<file path="src/rtl/fp_add_result_stage.sv">
// Result stage after the combinational FP adder: repairs special cases, raises status flags
// and buffers {result, flags} in a small FIFO with valid/ready handshakes.
module fp_add_result_stage #(
  parameter int unsigned DEPTH = 2,
  parameter int unsigned CNT_W = 16
) (
  input  logic             clk,
  input  logic             reset,
  input  logic             in_valid,
  output logic             in_ready,
  input  logic [31:0]      a,
  input  logic [31:0]      b,
  input  logic [31:0]      raw_sum,
  output logic             out_valid,
  input  logic             out_ready,
  output logic [31:0]      out_result,
  output logic [3:0]       out_flags,
  output logic [CNT_W-1:0] op_count
);

  localparam int unsigned AW = (DEPTH > 1) ? $clog2(DEPTH) : 1;
  localparam logic [AW:0] FullCnt = (AW+1)'(DEPTH);

  logic [AW-1:0]    wr_ptr_q, rd_ptr_q;
  logic [AW:0]      count_q;
  logic [CNT_W-1:0] op_count_q;
  logic [35:0]      mem_q [DEPTH];

  logic        push, pop;
  logic [31:0] fix_result;
  logic [3:0]  fix_flags;

  logic       sa, sb;
  logic [7:0] ea, eb, es, max_e;
  logic [22:0] ma, mb;
  logic       a_nan, b_nan, a_inf, b_inf;

  assign sa = a[31];
  assign sb = b[31];
  assign ea = a[30:23];
  assign eb = b[30:23];
  assign es = raw_sum[30:23];
  assign ma = a[22:0];
  assign mb = b[22:0];
  assign max_e = (ea > eb) ? ea : eb;
  assign a_nan = (ea == 8'hFF) && (ma != '0);
  assign b_nan = (eb == 8'hFF) && (mb != '0);
  assign a_inf = (ea == 8'hFF) && (ma == '0);
  assign b_inf = (eb == 8'hFF) && (mb == '0);

  // Flags are {invalid, overflow, underflow, zero}; first matching rule wins.
  always_comb begin
    fix_result = raw_sum;
    fix_flags  = 4'b0000;
    if (a_nan || b_nan) begin
      fix_result = 32'h7FC0_0000;
      fix_flags  = 4'b1000;
    end else if (a_inf && b_inf && (sa != sb)) begin
      fix_result = 32'h7FC0_0000;
      fix_flags  = 4'b1000;
    end else if (a_inf) begin
      fix_result = a;
    end else if (b_inf) begin
      fix_result = b;
    end else if ((ea == 8'h00) && (eb == 8'h00)) begin
      fix_result = {sa & sb, 31'b0};
      fix_flags  = 4'b0001;
    end else if (ea == 8'h00) begin
      fix_result = b;
    end else if (eb == 8'h00) begin
      fix_result = a;
    end else if ((ea == eb) && (ma == mb) && (sa != sb)) begin
      fix_result = 32'h0000_0000;
      fix_flags  = 4'b0001;
    end else if ((sa != sb) && (es > max_e)) begin
      // Effective subtraction cannot grow the exponent: the adder lost a cancellation.
      fix_result = {raw_sum[31], 31'b0};
      fix_flags  = 4'b0011;
    end else if (es == 8'h00) begin
      fix_result = {raw_sum[31], 31'b0};
      fix_flags  = 4'b0011;
    end else if (es == 8'hFF) begin
      fix_result = {raw_sum[31], 8'hFF, 23'b0};
      fix_flags  = 4'b0100;
    end
  end

  assign in_ready  = (count_q != FullCnt);
  assign out_valid = (count_q != '0);
  assign push      = in_valid & in_ready;
  assign pop       = out_valid & out_ready;

  always_ff @(posedge clk or negedge reset) begin
    if (!reset) begin
      wr_ptr_q   <= '0;
      rd_ptr_q   <= '0;
      count_q    <= '0;
      op_count_q <= '0;
    end else begin
      if (push) begin
        wr_ptr_q   <= wr_ptr_q + AW'(1);
        op_count_q <= op_count_q + CNT_W'(1);
      end
      if (pop) begin
        rd_ptr_q <= rd_ptr_q + AW'(1);
      end
      if (push && !pop) begin
        count_q <= count_q + (AW+1)'(1);
      end else if (pop && !push) begin
        count_q <= count_q - (AW+1)'(1);
      end
    end
  end

  // Storage needs no reset: the head is masked to zero whenever the FIFO is empty.
  always_ff @(posedge clk) begin
    if (push) begin
      mem_q[wr_ptr_q] <= {fix_result, fix_flags};
    end
  end

  assign out_result = out_valid ? mem_q[rd_ptr_q][35:4] : 32'h0;
  assign out_flags  = out_valid ? mem_q[rd_ptr_q][3:0] : 4'h0;
  assign op_count   = op_count_q;

endmodule

</file>
<file path="config.mk">
export PLATFORM = sky130hd
export DESIGN_NAME = fp_add_result_stage
export DESIGN_NICKNAME = d
export VERILOG_FILES = /design/src/rtl/fp_add_result_stage.sv
export SDC_FILE = /design/constraint.sdc
export NUM_CORES = 1
export LEC_CHECK = 0
export ABC_AREA = 1
export CORE_MARGIN = 1.5
export CORE_UTILIZATION = 46
export CTS_BUF_LIST = sky130_fd_sc_hd__clkbuf_8
export DETAILED_ROUTE_END_ITERATION = 8
export PLACE_DENSITY = 0.8
export SLEW_MARGIN = 10
export SYNTH_ARGS = -nofsm -noshare
export SYNTH_HDL_FRONTEND = slang
export SYNTH_SLANG_ARGS = --single-unit
</file>
<file path="constraint.sdc">
create_clock -name clk -period 2.65 [get_ports clk]
set_clock_uncertainty 0.15 [all_clocks]
set_input_delay 0.795 -clock clk [delete_from_list [all_inputs] [get_ports clk]]
set_output_delay 0.795 -clock clk [all_outputs]
set_load 0.02 [all_outputs]
</file>
==> Word-level counts from Yosys, hierarchy flattened <==
Memories as Yosys holds them, arrays and structs flattened.
Cells that the tools add are included.
{ "op_classes": {"n_reduce_logical": 24, "mux": 29, "magnitude_cmp": 2, "bitwise": 3, "addsub": 5, "n_eq_ne": 7} }
{ "op_table": {"columns": ["cell", "n"], "rows": [
  ["$mux W32", 9],
  ["$mux W31", 3],
  ["$logic_not A23 Y1", 2],
  ["$reduce_bool A23 Y1", 2],
  ["$mux W3", 9],
  ["$eq A8 B8 Y1 const B", 3],
  ["$logic_not A8 Y1", 3],
  ["$eq A23 B23 Y1", 1],
  ["$add A16 B1 Y16 const B", 1],
  ["$gt A8 B8 Y1", 2],
  ["$logic_and A1 B1 Y1", 12],
  ["$mux W4", 3],
  ["$eq A8 B8 Y1", 1],
  ["$mux W8", 1],
  ["$mux W2", 2],
  ["$reduce_bool A2 Y1", 2],
  ["$and A1 B1 Y1", 3],
  ["$add A1 B1 Y1 const B", 2],
  ["$add A2 B1 Y2 const B", 1],
  ["$logic_not A1 Y1", 2],
  ["$mux W1", 2],
  ["$ne A2 B2 Y1 const B", 1],
  ["$sub A2 B1 Y2 const B", 1],
  ["$logic_or A1 B1 Y1", 1],
  ["$ne A1 B1 Y1", 1]
]} }
{ "totals": {"mem_count": 1, "input_bits": 100, "output_inout_bits": 54, "elab_cells": 75, "regBits": 20, "mem_bits_rw": 72} }
{ "memory_table": {"columns": ["name", "depth", "width", "read_ports", "rd_clocked_by_memory_dff", "write_ports", "line_no", "rtl"], "rows": [
  ["mem_q", 2, 36, 1, 0, 1, "27", "logic [35:0] mem_q [DEPTH];"]
]} }

==> Logic depth before layout (Yosys ltp) <==
{ "logic_depth": {"word_depth": 13, "mapped_depth": 23, "mapped_depth_nobuf": 22} }

==> Worst setup path before layout <==
Ideal clock, no wire load.
{ "synth_timing": {"path_kind": "in2reg", "from": "input b[26]", "to": "memory mem_q[0][0] (data pin)", "path_buffers": 2, "required_ns": 2.238, "slack_ns": -1.070, "setup_ns": 0.262, "path_stages": 17, "arrival_ns": 3.308, "cell_sequence": "inv_1 > ha_1 > a21oi_1 > o21a_1 > o221ai_1 > o21ai_1 > clkbuf_1 > o21ai_0 > ha_1 > a21o_1 > nor2_1 > nand2_1 > a21oi_2 > buf_2 > nand2_1 > nand2_1 > a21oi_1"} }
{ "synth_via": {"elab_chain_cells": 13, "word_cells_on_any_way": 24, "classes_between": "order compare: 2; eq/ne: 2; mux: 10; reduce/logical: 10"} }
{ "synth_rtl": {"columns": ["element", "line_no", "rtl"], "rows": [
  ["from (decl)", "12", "input logic [31:0] b,"],
  ["$gt A8 B8 Y1", "45", "assign max_e = (ea > eb) ? ea : eb;"],
  ["$mux W8", "45", null],
  ["$gt A8 B8 Y1", "75", "end else if ((sa != sb) && (es > max_e)) begin"],
  ["$logic_and A1 B1 Y1", "75", null],
  ["$mux W3", "75", null],
  ["$mux W3", "72", "end else if ((ea == eb) && (ma == mb) && (sa != sb)) begin"],
  ["$mux W3", "70", "end else if (eb == 8'h00) begin"],
  ["$mux W3", "68", "end else if (ea == 8'h00) begin"],
  ["$mux W3", "65", "end else if ((ea == 8'h00) && (eb == 8'h00)) begin"],
  ["$mux W3", "63", "end else if (b_inf) begin"],
  ["$mux W3", "61", "end else if (a_inf) begin"],
  ["$mux W4", "58", "end else if (a_inf && b_inf && (sa != sb)) begin"],
  ["$mux W4 (*)", "55", "if (a_nan || b_nan) begin"],
  ["named net fix_flags[0]", "31", "logic [3:0] fix_flags;"],
  ["to (decl)", "27", null]
]} }
The timed path passes the listed nets; every way through them passes the cells marked *.

==> Worst setup path after layout <==
{ "layout_timing": {"from": "input a[29]", "to": "memory mem_q[1][20] (data pin)"} }
{ "layout_via": {"elab_chain_cells": 13, "word_cells_on_any_way": 24, "classes_between": "order compare: 2; eq/ne: 2; mux: 10; reduce/logical: 10"} }
{ "layout_rtl": {"columns": ["element", "line_no", "rtl"], "rows": [
  ["from (decl)", "11", "input logic [31:0] a,"],
  ["$gt A8 B8 Y1", "45", null],
  ["$mux W8", "45", null],
  ["$gt A8 B8 Y1", "75", null],
  ["$logic_and A1 B1 Y1", "75", null],
  ["$mux W31", "75", null],
  ["$mux W32", "72", null],
  ["$mux W32", "70", null],
  ["$mux W32", "68", null],
  ["$mux W32", "65", null],
  ["$mux W32", "63", null],
  ["$mux W32", "61", null],
  ["$mux W32", "58", null],
  ["$mux W32 (*)", "55", null],
  ["named net fix_result[16]", "30", "logic [31:0] fix_result;"]
]} }
Marks and branches as above.

==> results.json <==
{
  "placed_cells": 1210,
  "avgSynthCellArea_um2": 7.516,
  "hp-class": "reg2reg",
  "vias": 6552,
  "path_cells": "buf_2, ha_4, nand4_1, o221ai_4, o21ai_4, nand2_1, o21ai_1, ha_1, a21o_1, nor2_1, nand2_2, a21oi_4, buf_6, buf_6, nand3_1, nand2_1, nand3_2, nor2_1",
  "final_common_cell": "nand2_1",
  "synth_top_cells_by_area": "edfxtp_1 (35%), nand2_1 (14%), a21oi_1 (8.9%)",
  "p_switching_w": 0.002562,
  "grt_pass1_vias": 6235,
  "power.leakage_nw": 4.192,
  "yosysSeqAreaShare_pct": 43.62,
  "cts_hold_buf": 0,
  "fmax_mhz": 284.7,
  "clock_path_buffers": 2,
  "via_per_inst": 5.297,
  "whs_ns": 0.3215,
  "arrival_ns": 3.58,
  "internal_power_w": 0.003694,
  "worstHoldStart": "op_count[15]$_DFFE_PN0P_",
  "overflow": 0,
  "clock_latency_ns": 0.35,
  "crit_path_end_kind": "flip-flop",
  "regToRegEndpoint": "op_count[15]$_DFFE_PN0P_",
  "cp-startpoint": "a[29]",
  "post-place-ws_ns": -1.667,
  "hold_depth": 1,
  "syn_nets": 931,
  "layout_common_cells": "nand2_1 (214), clkdlybuf4s50_1 (101), a21oi_1 (100), buf_4 (100), edfxtp_1 (72)",
  "finalCritPeriodShare_pct": 132.6,
  "setup.worst_path.start_class": "input pin",
  "drc": 0,
  "p_per_area_nw_per_um2": 673.6,
  "r2r-start": "count_q[0]$_DFFE_PN0P_",
  "cts-root-buf": "clkbuf_8",
  "dpl.hpwl_um": 14330,
  "syn_area_um2": 6103,
  "area_growth_pct": 52.17,
  "rrSetupSlack_ns": 0.83,
  "numCtsBuffers": 9,
  "antenna_left": 0,
  "crit_fanout": 7,
  "outcome": "finished, violations left",
  "drtIter0Drc": 578,
  "fp.dieH_um": 118.2,
  "cts_max_level": 3,
  "core-area_um2": 12770,
  "num_rows": 41,
  "switching_share_pct": 40.96,
  "final_nets": 1179,
  "hold_violations": 0,
  "critPathKind": "in2reg",
  "max-vdd-ir-drop_mv": 0.4433,
  "crit_family": "compound AO/OA/AOI/OAI gates",
  "timing.slew.headroom_pct": 65.20,
  "final-instance-count-excl-fill": 1237,
  "portBuffers": 153,
  "antenna_found_initial": 0,
  "hold_end": "op_count[15]$_DFFE_PN0P_",
  "grt_max_degree": 46,
  "slew_viol_final": 0,
  "fp.dieArea_um2": 13970,
  "max_stage_delay_ns": 0.31,
  "start_util_pct": 47.78,
  "track_usage_pct": 27.12,
  "ys_ff_latch": 92,
  "worst_path_max_delay_cell": "o221ai_4",
  "gp_congestion": 0.9993,
  "setup_viol": 70,
  "seqPwrFrac_pct": 34.4,
  "yosysTopAreaCellShare_pct": 35.42,
  "crit_buf_inv": 3,
  "n_antenna_cell": 0,
  "dr.pass1.iters": 5,
  "clkTransAtPathRegs_ns": 0.09,
  "clock_sinks": 92,
  "synth_top_area_cell": "edfxtp_1",
  "fp.dieW_um": 118.2,
  "ys_warn_count": 0,
  "netlist_instances": 812,
  "worstMarginPinSlew_ns": 0.5213,
  "ys_types": 36,
  "cts_tree": "done",
  "violations": "setup timing",
  "worst-r2r-cell-count": 10,
  "setup-tns-final_ns": -49.11,
  "final.min_clock_period_ns": 3.513,
  "layout_setup_ws_ns": -0.8629,
  "rsz0062_at_grt": "yes",
  "wl_per_cell_um": 15.09,
  "io_pins": 154,
  "drive_gt1_share_pct": 26.48,
  "grt_pass1_wl_um": 30450,
  "comb_power_share_pct": 51.3,
  "cp.required_ns": 2.71,
  "cap_violations": 0,
  "wirelength_um": 18660,
  "clkPwrFrac_pct": 14.3
}
-- power by group through the flow --
stage | sequential [W] | clock, W | combinational (W)
after floorplan | 0.00222 | 0 | 0.00164
after global placement | 0.00217 | 0 | 0.00330
after detailed placement | 0.00219 | 0 | 0.00335
after CTS | 0.00215 | 0.000913 | 0.00323
after global routing | 0.00219 | 0.000975 | 0.00346
final | 0.00215 | 0.000897 | 0.00321
-- timing repair --
action	CTS	global route
resized for setup	142	118
pin swaps	39	45
setup buffers	9	5
gates cloned	3	0
endpoints found under the setup margin	106	98
-- stage by stage --
step                utilization (%)  total power (W)  area [um2]
global route                  72.71         0.006625        9288
global placement              69.16         0.005472        8835
finish                        72.71         0.006256        9288
floorplan                         -         0.003862        6291
detailed placement            69.16         0.005533        8835
CTS                           72.29         0.006295        9234
-- per-layer routing --
| layer | vias up | global-route usage, % | wire length, um |
|---|---|---|---|
| li1 | 3196 | - | - |
| met1 | 2992 | 38.34 | 8279 |
| met2 | 334 | 43.97 | 8683 |
| met3 | 30 | 3.234 | 1344 |
| met4 | 0 | 7.622 | 355 |
| met5 | - | 0 | 0 |
-- how the worst max path moves through the flow --
stage	slack (ns)	end	cells past startpoint
after floorplan	-0.74	mem_q[0][0]$_DFFE_PP_	18
after detailed placement	-1.67	mem_q[0][22]$_DFFE_PP_	17
after CTS	-0.85	mem_q[0][22]$_DFFE_PP_	24
final	-0.86	mem_q[1][20]$_DFFE_PP_	18
after global routing	-1.01	mem_q[1][20]$_DFFE_PP_	23
after global placement	-1.63	mem_q[0][5]$_DFFE_PP_	17
-- registers in the layout, summed over array words and instances, names as in the netlist --
register and flops:
wr_ptr_q 1, rd_ptr_q 1, count_q 2, op_count 16, mem_q 72
-- Yosys cell counts, drive strengths merged --
| cell | n |
|---|---|
| a21oi | 109 |
| nor3 | 9 |
| nand2 | 236 |
| xor2 | 13 |
| buf | 18 |
| o21ai | 23 |
| o21a | 1 |
| nor4 | 1 |
| o211ai | 2 |
| o22ai | 1 |
| dfrtp | 20 |
| a21o | 1 |
| inv | 76 |
| ha | 19 |
| nand3 | 66 |
| nor2 | 93 |
| and2 | 1 |
| clkinv | 2 |
| xnor2 | 12 |
| clkbuf | 16 |
| nor3b | 1 |
| edfxtp | 72 |
| nand4 | 19 |
| o221ai | 1 |
-- cells by family (layout without fill, tap and decap cells) --
kind of cell,after synthesis,in the layout,synth area share (%)
XOR/XNOR,25,25,3.588
AO/OA/AOI/OAI,138,139,11.62
buffers and inverters,112,364,7.237
flip-flops,92,92,43.62
AND/OR/NAND/NOR,426,426,30.03
adder cells (fa/ha/maj),19,19,3.895
-- final cells by class --
cell class                 instances  area, um2
fill                             938       3486
sequential                        92       2663
multi-input combinational        609       3401
tap                              172      215.2
clock buffer                       9      123.9
inverter                          78      327.8
timing repair buffer             270       2489
clock inverter                     7      68.82
-- worst register-to-register path: cells and delay by family (launching register included) --
family                    cells  cell delay (ns)
DFF                           1             0.42
buffers and inverters         1             0.07
xor gates and xnor gates      1             0.14
and+or+nand+nor               8             0.96
No activity file was read; power rests on OpenSTA's default activity.
